## config.mk

```make
export PLATFORM = sky130hd
export DESIGN_NAME = axi4_rdata_ahb_resp
export DESIGN_NICKNAME = d
export VERILOG_FILES = /design/src/rtl/axi4_rdata_ahb_resp.sv
export SDC_FILE = /design/constraint.sdc
export NUM_CORES = 1
export LEC_CHECK = 0
export CAP_MARGIN = 5
export CORE_MARGIN = 5
export CORE_UTILIZATION = 54
export DETAILED_ROUTE_END_ITERATION = 8
export PLACE_DENSITY = 0.85
export SLEW_MARGIN = 0
export SYNTH_ARGS = -nofsm -noshare
export SYNTH_HDL_FRONTEND = slang
export SYNTH_SLANG_ARGS = --single-unit
```

## constraint.sdc

```tcl
create_clock -name ACLK -period 4.5 [get_ports ACLK]
set_input_delay 0.675 -clock ACLK [delete_from_list [all_inputs] [get_ports ACLK]]
set_output_delay 0.675 -clock ACLK [all_outputs]
set_load 0.05 [all_outputs]
```

## src/rtl/axi4_rdata_ahb_resp.sv

```systemverilog
// AXI4 R-channel to AHB read-data return stage: buffers R beats, serves AHB data
// phases, generates the two-cycle ERROR response and drains beats after a flush.
module axi4_rdata_ahb_resp #(
  parameter int DATA_WIDTH = 32,
  parameter int FIFO_DEPTH = 2,
  parameter int LVL_WIDTH  = 2
) (
  input  logic                  ACLK,
  input  logic                  sysReset,
  input  logic [DATA_WIDTH-1:0] int_masterRDATA,
  input  logic [1:0]            int_masterRRESP,
  input  logic                  int_masterRLAST,
  input  logic                  int_masterRVALID,
  output logic                  int_masterRREADY,
  input  logic                  ahb_rd_dphase,
  input  logic                  ahb_rd_flush,
  output logic [DATA_WIDTH-1:0] MASTER_HRDATA,
  output logic                  MASTER_HREADYOUT,
  output logic                  MASTER_HRESP,
  output logic                  rd_flush_busy,
  output logic [LVL_WIDTH-1:0]  rd_fifo_level
);

  localparam int PTR_W = (FIFO_DEPTH > 1) ? $clog2(FIFO_DEPTH) : 1;
  localparam int ENT_W = DATA_WIDTH + 2;
  localparam logic [LVL_WIDTH-1:0] LVL_FULL = LVL_WIDTH'(FIFO_DEPTH);

  localparam logic [1:0] ST_IDLE  = 2'd0;
  localparam logic [1:0] ST_ERR1  = 2'd1;
  localparam logic [1:0] ST_ERR2  = 2'd2;
  localparam logic [1:0] ST_DRAIN = 2'd3;

  logic [1:0]           state_q, state_d;
  logic                 burst_open_q, burst_open_d;
  logic                 flush_pend_q, flush_pend_d;
  logic [LVL_WIDTH-1:0] level_q, level_d;
  logic [PTR_W-1:0]     wr_ptr_q, wr_ptr_d;
  logic [PTR_W-1:0]     rd_ptr_q, rd_ptr_d;
  logic [ENT_W-1:0]     mem_q [FIFO_DEPTH];
  logic [ENT_W-1:0]     mem_d [FIFO_DEPTH];

  logic [ENT_W-1:0] head;
  logic empty, full, head_err, accept, push, pop, clear, flush_act;
  logic unused_head_last;

  assign empty            = (level_q == '0);
  assign full             = (level_q == LVL_FULL);
  assign head             = mem_q[rd_ptr_q];
  assign head_err         = head[1];
  assign unused_head_last = head[0];

  // Handshake: an R beat transfers on any cycle where RVALID and RREADY are both
  // high. RREADY is derived from registered state only and never from RVALID.
  assign int_masterRREADY = (state_q == ST_DRAIN) ? 1'b1 : ~full;
  assign accept           = int_masterRVALID & int_masterRREADY;

  assign MASTER_HRDATA = empty ? '0 : head[ENT_W-1:2];
  assign rd_flush_busy = (state_q == ST_DRAIN);
  assign rd_fifo_level = level_q;

  always_comb begin
    state_d          = state_q;
    pop              = 1'b0;
    clear            = 1'b0;
    MASTER_HREADYOUT = 1'b1;
    MASTER_HRESP     = 1'b0;
    burst_open_d     = accept ? ~int_masterRLAST : burst_open_q;
    flush_pend_d     = (state_q == ST_ERR1) & ahb_rd_flush;
    flush_act        = ((state_q == ST_IDLE) | (state_q == ST_ERR2)) &
                       (ahb_rd_flush | flush_pend_q);

    case (state_q)
      ST_IDLE: begin
        if (ahb_rd_dphase) begin
          if (empty) begin
            MASTER_HREADYOUT = 1'b0;
          end else if (head_err) begin
            // Stall this cycle so the AHB ERROR can be issued as two full cycles
            MASTER_HREADYOUT = 1'b0;
            state_d          = ST_ERR1;
          end else begin
            pop = 1'b1;
          end
        end
      end
      ST_ERR1: begin
        MASTER_HRESP     = 1'b1;
        MASTER_HREADYOUT = 1'b0;
        pop              = 1'b1;
        state_d          = ST_ERR2;
      end
      ST_ERR2: begin
        MASTER_HRESP = 1'b1;
        state_d      = ST_IDLE;
      end
      default: begin
        MASTER_HREADYOUT = ~ahb_rd_dphase;
        if (int_masterRVALID & int_masterRLAST) begin
          state_d = ST_IDLE;
        end
      end
    endcase

    // Flush wins over any push, pop or error transition in the same cycle
    if (flush_act) begin
      clear   = 1'b1;
      pop     = 1'b0;
      state_d = burst_open_d ? ST_DRAIN : ST_IDLE;
    end

    push = accept & (state_q != ST_DRAIN) & ~clear;

    mem_d = mem_q;
    if (push) begin
      mem_d[wr_ptr_q] = {int_masterRDATA, int_masterRRESP[1], int_masterRLAST};
    end

    if (clear) begin
      wr_ptr_d = '0;
      rd_ptr_d = '0;
      level_d  = '0;
    end else begin
      wr_ptr_d = wr_ptr_q + PTR_W'(push);
      rd_ptr_d = rd_ptr_q + PTR_W'(pop);
      level_d  = level_q + LVL_WIDTH'(push) - LVL_WIDTH'(pop);
    end
  end

  always_ff @(posedge ACLK or negedge sysReset) begin
    if (!sysReset) begin
      state_q      <= ST_IDLE;
      burst_open_q <= 1'b0;
      flush_pend_q <= 1'b0;
      level_q      <= '0;
      wr_ptr_q     <= '0;
      rd_ptr_q     <= '0;
      for (int i = 0; i < FIFO_DEPTH; i++) begin
        mem_q[i] <= '0;
      end
    end else begin
      state_q      <= state_d;
      burst_open_q <= burst_open_d;
      flush_pend_q <= flush_pend_d;
      level_q      <= level_d;
      wr_ptr_q     <= wr_ptr_d;
      rd_ptr_q     <= rd_ptr_d;
      mem_q        <= mem_d;
    end
  end

endmodule

```

* Word-level counts from Yosys, hierarchy flattened
Index checks and enable logic that the tools add are counted.
** Word-level totals
- Bits in registers :: 76
- Input bits :: 40
- Output and inout bits :: 38
- Logic and storage cells :: 71
** Cells by class
- $add $sub $neg :: 4
- $lt $le $gt $ge :: 3
- Equality and inequality tests :: 8
- Muxes and demuxes :: 28
- Bitwise gates (word level) :: 14
- Reduce and logical (&&, ||, !) cells :: 6
** Operators by type and width (number)
- two-way mux 34 bit :: 4
- bitwise mux 68 bit :: 1
- demux 34 bit (select 1 bit) :: 1
- two-way mux 32 bit :: 1
- two-way mux 2 bit :: 7
- two-way mux 1 bit :: 11
- != test 3 bit, second input constant :: 3
- bitwise AND 1 bit :: 6
- equality test 2 bit, second input constant :: 3
- one-hot mux 2 bit (3 select lines) :: 1
- nonzero test 5 bit :: 1
- greater-or-equal comparator 2 bit, second input constant :: 2
- zero test 2 bit :: 2
- inverter 1 bit :: 4
- inverter 1 -> 2 bit :: 2
- AND reduction 4 bit :: 1
- one-hot mux 1 bit (3 select lines) :: 1
- adder 1 bit :: 2
- adder 2 x 1 -> 2 bit :: 1
- equality test 2 x 1 -> 1 bit, second input constant :: 1
- less-than comparator 2 x 1 -> 1 bit, second input constant :: 1
- != test 2 bit, second input constant :: 1
- OR 1 bit :: 2
- one-hot mux 1 bit (2 select lines) :: 1
- 3 further kinds :: 3

* Longest topological paths before layout
- Depth after elaboration :: 11
- Depth in mapped cells :: 11
- Gate-level depth less buffers :: 11

* Worst setup path before layout
Ideal clock, no wire load.
- Path kind :: register -> register
- Start point :: register state_q[0]
- End point :: register mem_q[10] (netlist name)
- Setup time :: 125 ps
- Arrival :: 2947 ps
- Setup slack :: 1428 ps
- Stages on the path, launching flop included :: 9
- Buffers on the path :: 2
- Clock period less this slack :: 3072 ps
- Cell sequence :: dfrtp_1 ha_1 or3b_1 nand2_1 nor3_1 ha_1 clkbuf_1 clkbuf_1 mux2_2
** RTL lines
- from (decl) :: RTL line 33 : logic [1:0] state_q, state_d;
- from (signal assigned) :: RTL line 141 : state_q <= state_d;
- equality test 2 bit
- named net rd_flush_busy :: RTL line 20 : output logic rd_flush_busy,
- two-way mux 1 bit :: RTL line 54 : assign int_masterRREADY = (state_q == ST_DRAIN) ? 1'b1 : ~full;
- named net int_masterRREADY :: RTL line 14 : output logic int_masterRREADY,
- bitwise AND 1 bit :: RTL line 55 : assign accept = int_masterRVALID & int_masterRREADY;
- bitwise AND 1 bit (2 in series) :: RTL line 111 : push = accept & (state_q != ST_DRAIN) & ~clear;
- to (signal assigned) :: RTL line 147 : mem_q <= mem_d;
- to (decl) :: RTL line 39 : logic [ENT_W-1:0] mem_q [FIFO_DEPTH];
The timed path passes the listed nets, and every way through them passes these cells.
A chain may end at the register's enable or synchronous reset.

* Worst setup path in the final report
- Start point :: register rd_ptr_q
- End point :: output MASTER_HREADYOUT
** Between the ends
- Word-level cells in the longest chain between the ends :: 8
** RTL lines
- from (decl) :: RTL line 38 : logic [PTR_W-1:0] rd_ptr_q, rd_ptr_d;
- from (signal assigned) :: RTL line 146 : rd_ptr_q <= rd_ptr_d;
- inverter 1 -> 2 bit (not written as such) :: RTL line 48 : assign head = mem_q[rd_ptr_q];
- two-way mux 34 bit (not written as such) (3 in series) :: RTL line 48
- two-way mux 1 bit :: RTL line 77 : end else if (head_err) begin
- two-way mux 1 bit :: RTL line 75 : if (empty) begin
- two-way mux 1 bit :: RTL line 74 : if (ahb_rd_dphase) begin
- one-hot mux 1 bit (3 select lines) :: RTL line 72 : case (state_q)
- to (decl) :: RTL line 18 : output logic MASTER_HREADYOUT,
Every way passes these cells. The select of a mux whose other input is x is not followed.

==> run metrics <==
status=finished, final reports clean; Root Driver=clkbuf_8; DRC Markers=0; core area=6310 um^2; first-pass GRT wire length=12000 um; internal power=2.22 mW; reg2reg end=mem_q[48]; largest net degree at the start of global routing=52; First DRT Iteration DRCs=114; Worst slew margin=27.0%; wire per inst=16.3 um; crit path time final=3210 ps; sequential share of the synthesized area=53.3%; Comb pwr share=55.3%; fraction of layout cells with a size suffix above 1=between 20% and 30%; Most used DFF post-synth=dfrtp_1; RR Startpoint=state_q[0]; P_sw=approximately 1.7 mW; row count=29; Worst-path clk slew=80 ps; vias in the first global route=2543; final period utilization=between 70% and 80%; final hold vios=0; GR Overflow Total=0; Die Height=90.2 um; reg2reg setup slack=1890 ps; gpl congestion=between 0.8 and 0.9; kind of critical path=reg2out; Fmax=approximately 310 MHz; Die Outline Area=slightly above 8000 um^2; cts-stage hold buffer count=0; CP Max Fanout=11; Post-synth EDFFs=0; Final Hold Slack=508 ps; final-stage net count=a little under 400; startpoint types=register; RSZ-0062 raised after global routing=no; maximum buffer depth of the clock tree=2; area of the multi-input gates=1540 um^2; cts bufs inserted=9; placed cells=414; TritonCTS clock tree=built; Sink Count=74; vias=2344; Hold Crit Endpoint=mem_q[47]; Post-Place Setup Slack=1510 ps; io pins=78; filler cell count=466; total track usage=18.3%; PortBufs=76; post-synthesis cell type count=26; power per cell area=866 nW/um^2; final setup vio count=0; Clock Skews=8.65 ps; Mapped Area=~3500 um^2; sequential power share=30.5%; R2R depth=7; Crit path required time=3830 ps; Synthesis Warnings=0; Worst Hold Class=reg2reg; Final Worst Setup Slack=1290 ps; Syn Nets=320; Final TNS setup=0 ps; maximum level of the CTS H-tree=3; DRT antenna net count=0; clk_lat worst skew=~340 ps; antenna violations before repair=0; Post-CTS Setup Bufs=0; Reg area=1850 um^2; Syn-to-layout area delta=30.2%; CTS resizes=0; fin cells=430; vias per cell=5.45; DP HPWL=about 4800 um; Sw Share=43.3%; clock network power share=14.2%; Post-Synthesis Cells=between 200 and 300; endpoint class of the critical path=output port; Hold Path Depth=1; WP data arrival=2530 ps; syn avg cell area=12.8 um^2; maxcap violations=0; 1st-pass router iterations=4; Min-Delay Startpoint=mem_q[47]; die outline width=90.2 um; Leakage=1.93 nW; # diodes=0; Yosys reg bits=74; asr flop ratio synth=100%; final wirelength=7020 um; max-slew violations=0; Max VDD drop=0.000522 V; effective utilization at floorplan=55.0%; worst slew pin tran=1090 ps
==> routing by layer <==
layer  GRT usage, %  wire length (um)  vias up
li1               -                 -     1093
met1           23.0              3080     1185
met2           29.8              3390       60
met3           6.68               466        6
met4           4.84                75        0
met5              0                 0        -
==> worst max-delay path, stage by stage (launching register included) <==
cell and delay [ps]:
dfrtp_2 570, mux2i_1 360, nand2_1 110, a21oi_1 180, a2bb2oi_1 160, clkdlybuf4s50_1 810
==> Yosys cell counts, types with 2 or more instances <==
master,count,area (um^2)
a2bb2oi_1,2,17.5
nand2_1,5,18.8
xnor2_1,2,17.5
ha_1,9,113
o21ai_0,3,15.0
dfrtp_1,74,1850
inv_1,6,22.5
nor2b_1,2,12.5
mux2_2,66,743
clkbuf_1,11,41.3
buf_2,4,20.0
and2_1,2,12.5
mux2i_1,35,350
nor2_1,38,143
==> cell usage in the layout (no fill, tap or decap), drive strengths merged <==
cell / count
a21boi: 1
a21oi: 1
a2bb2oi: 2
a311o: 1
a41o: 1
and2: 2
buf: 6
bufinv: 2
clkbuf: 9
clkdlybuf4s50: 75
clkinv: 3
clkinvlp: 2
dfrtp: 74
ha: 9
inv: 6
mux2: 66
mux2i: 35
nand2: 5
nor2: 38
nor2b: 2
nor3: 1
nor3b: 1
nor4bb: 1
o21ai: 3
o22a: 1
o22ai: 1
or2: 1
or3b: 1
xnor2: 2
xor2: 1
==> sequential cells by signal, summed over array words and instances, names as in the netlist <==
register and count:
flush_pend_q 1, rd_fifo_level 2, wr_ptr_q 1, mem_q 66
rd_ptr_q 1, burst_open_q 1, state_q 2
==> metrics by stage <==
stage / power (mW) / util [%] / instance area (um^2)
CTS: 3.95 / 71.6 / 4520
finish: 3.92 / 71.6 / 4520
global placement: 3.33 / 68.2 / 4300
floorplan: 2.75 / - / 3470
detailed placement: 3.39 / 68.2 / 4300
global route: 4.16 / 71.6 / 4520
==> cell families after synthesis <==
| kind of cell | count (synthesis) | synth area share [%] |
|---|---|---|
| flops | 74 | 53.3 |
| mux | 101 | 31.5 |
| buf+inv | 21 | 2.41 |
| fa+ha+maj | 9 | 3.24 |
| simple gates | 52 | 6.45 |
| xor+xnor | 3 | 0.757 |
| compound gates | 11 | 2.31 |
==> how the worst max path moves through the flow <==
| stage | cells past startpoint | slack [ps] | end | start |
|---|---|---|---|---|
| after CTS | 5 | 1280 | MASTER_HREADYOUT | rd_ptr_q |
| final | 5 | 1290 | MASTER_HREADYOUT | rd_ptr_q |
| after detailed placement | 4 | 1510 | MASTER_HREADYOUT | ahb_rd_dphase |
| after floorplan | 8 | 1430 | mem_q[10] | state_q[0] |
| after global placement | 6 | 1530 | mem_q[18] | ahb_rd_flush |
| after global routing | 5 | 1160 | MASTER_HREADYOUT | rd_ptr_q |
==> power groups by stage <==
stage               Clock [mW]  Sequential [mW]  Combinational (mW)
finish                   0.556             1.19                2.17
global route             0.601             1.24                2.32
CTS                      0.568             1.20                2.19
detailed placement           0             1.21                2.18
global placement             0             1.18                2.15
floorplan                    0             1.16                1.59
==> area by class of cell <==
class                           count  share of cell area, %
Sequential cell                    74                   41.0
Multi-Input combinational cell    176                   34.0
Timing Repair Buffer               81                   17.5
Clock buffer                        9                   2.74
Tap cell                           77                   2.13
Clock inverter                      7                   2.08
Inverter                            6                  0.498
No activity file was read; power rests on OpenSTA's default activity.
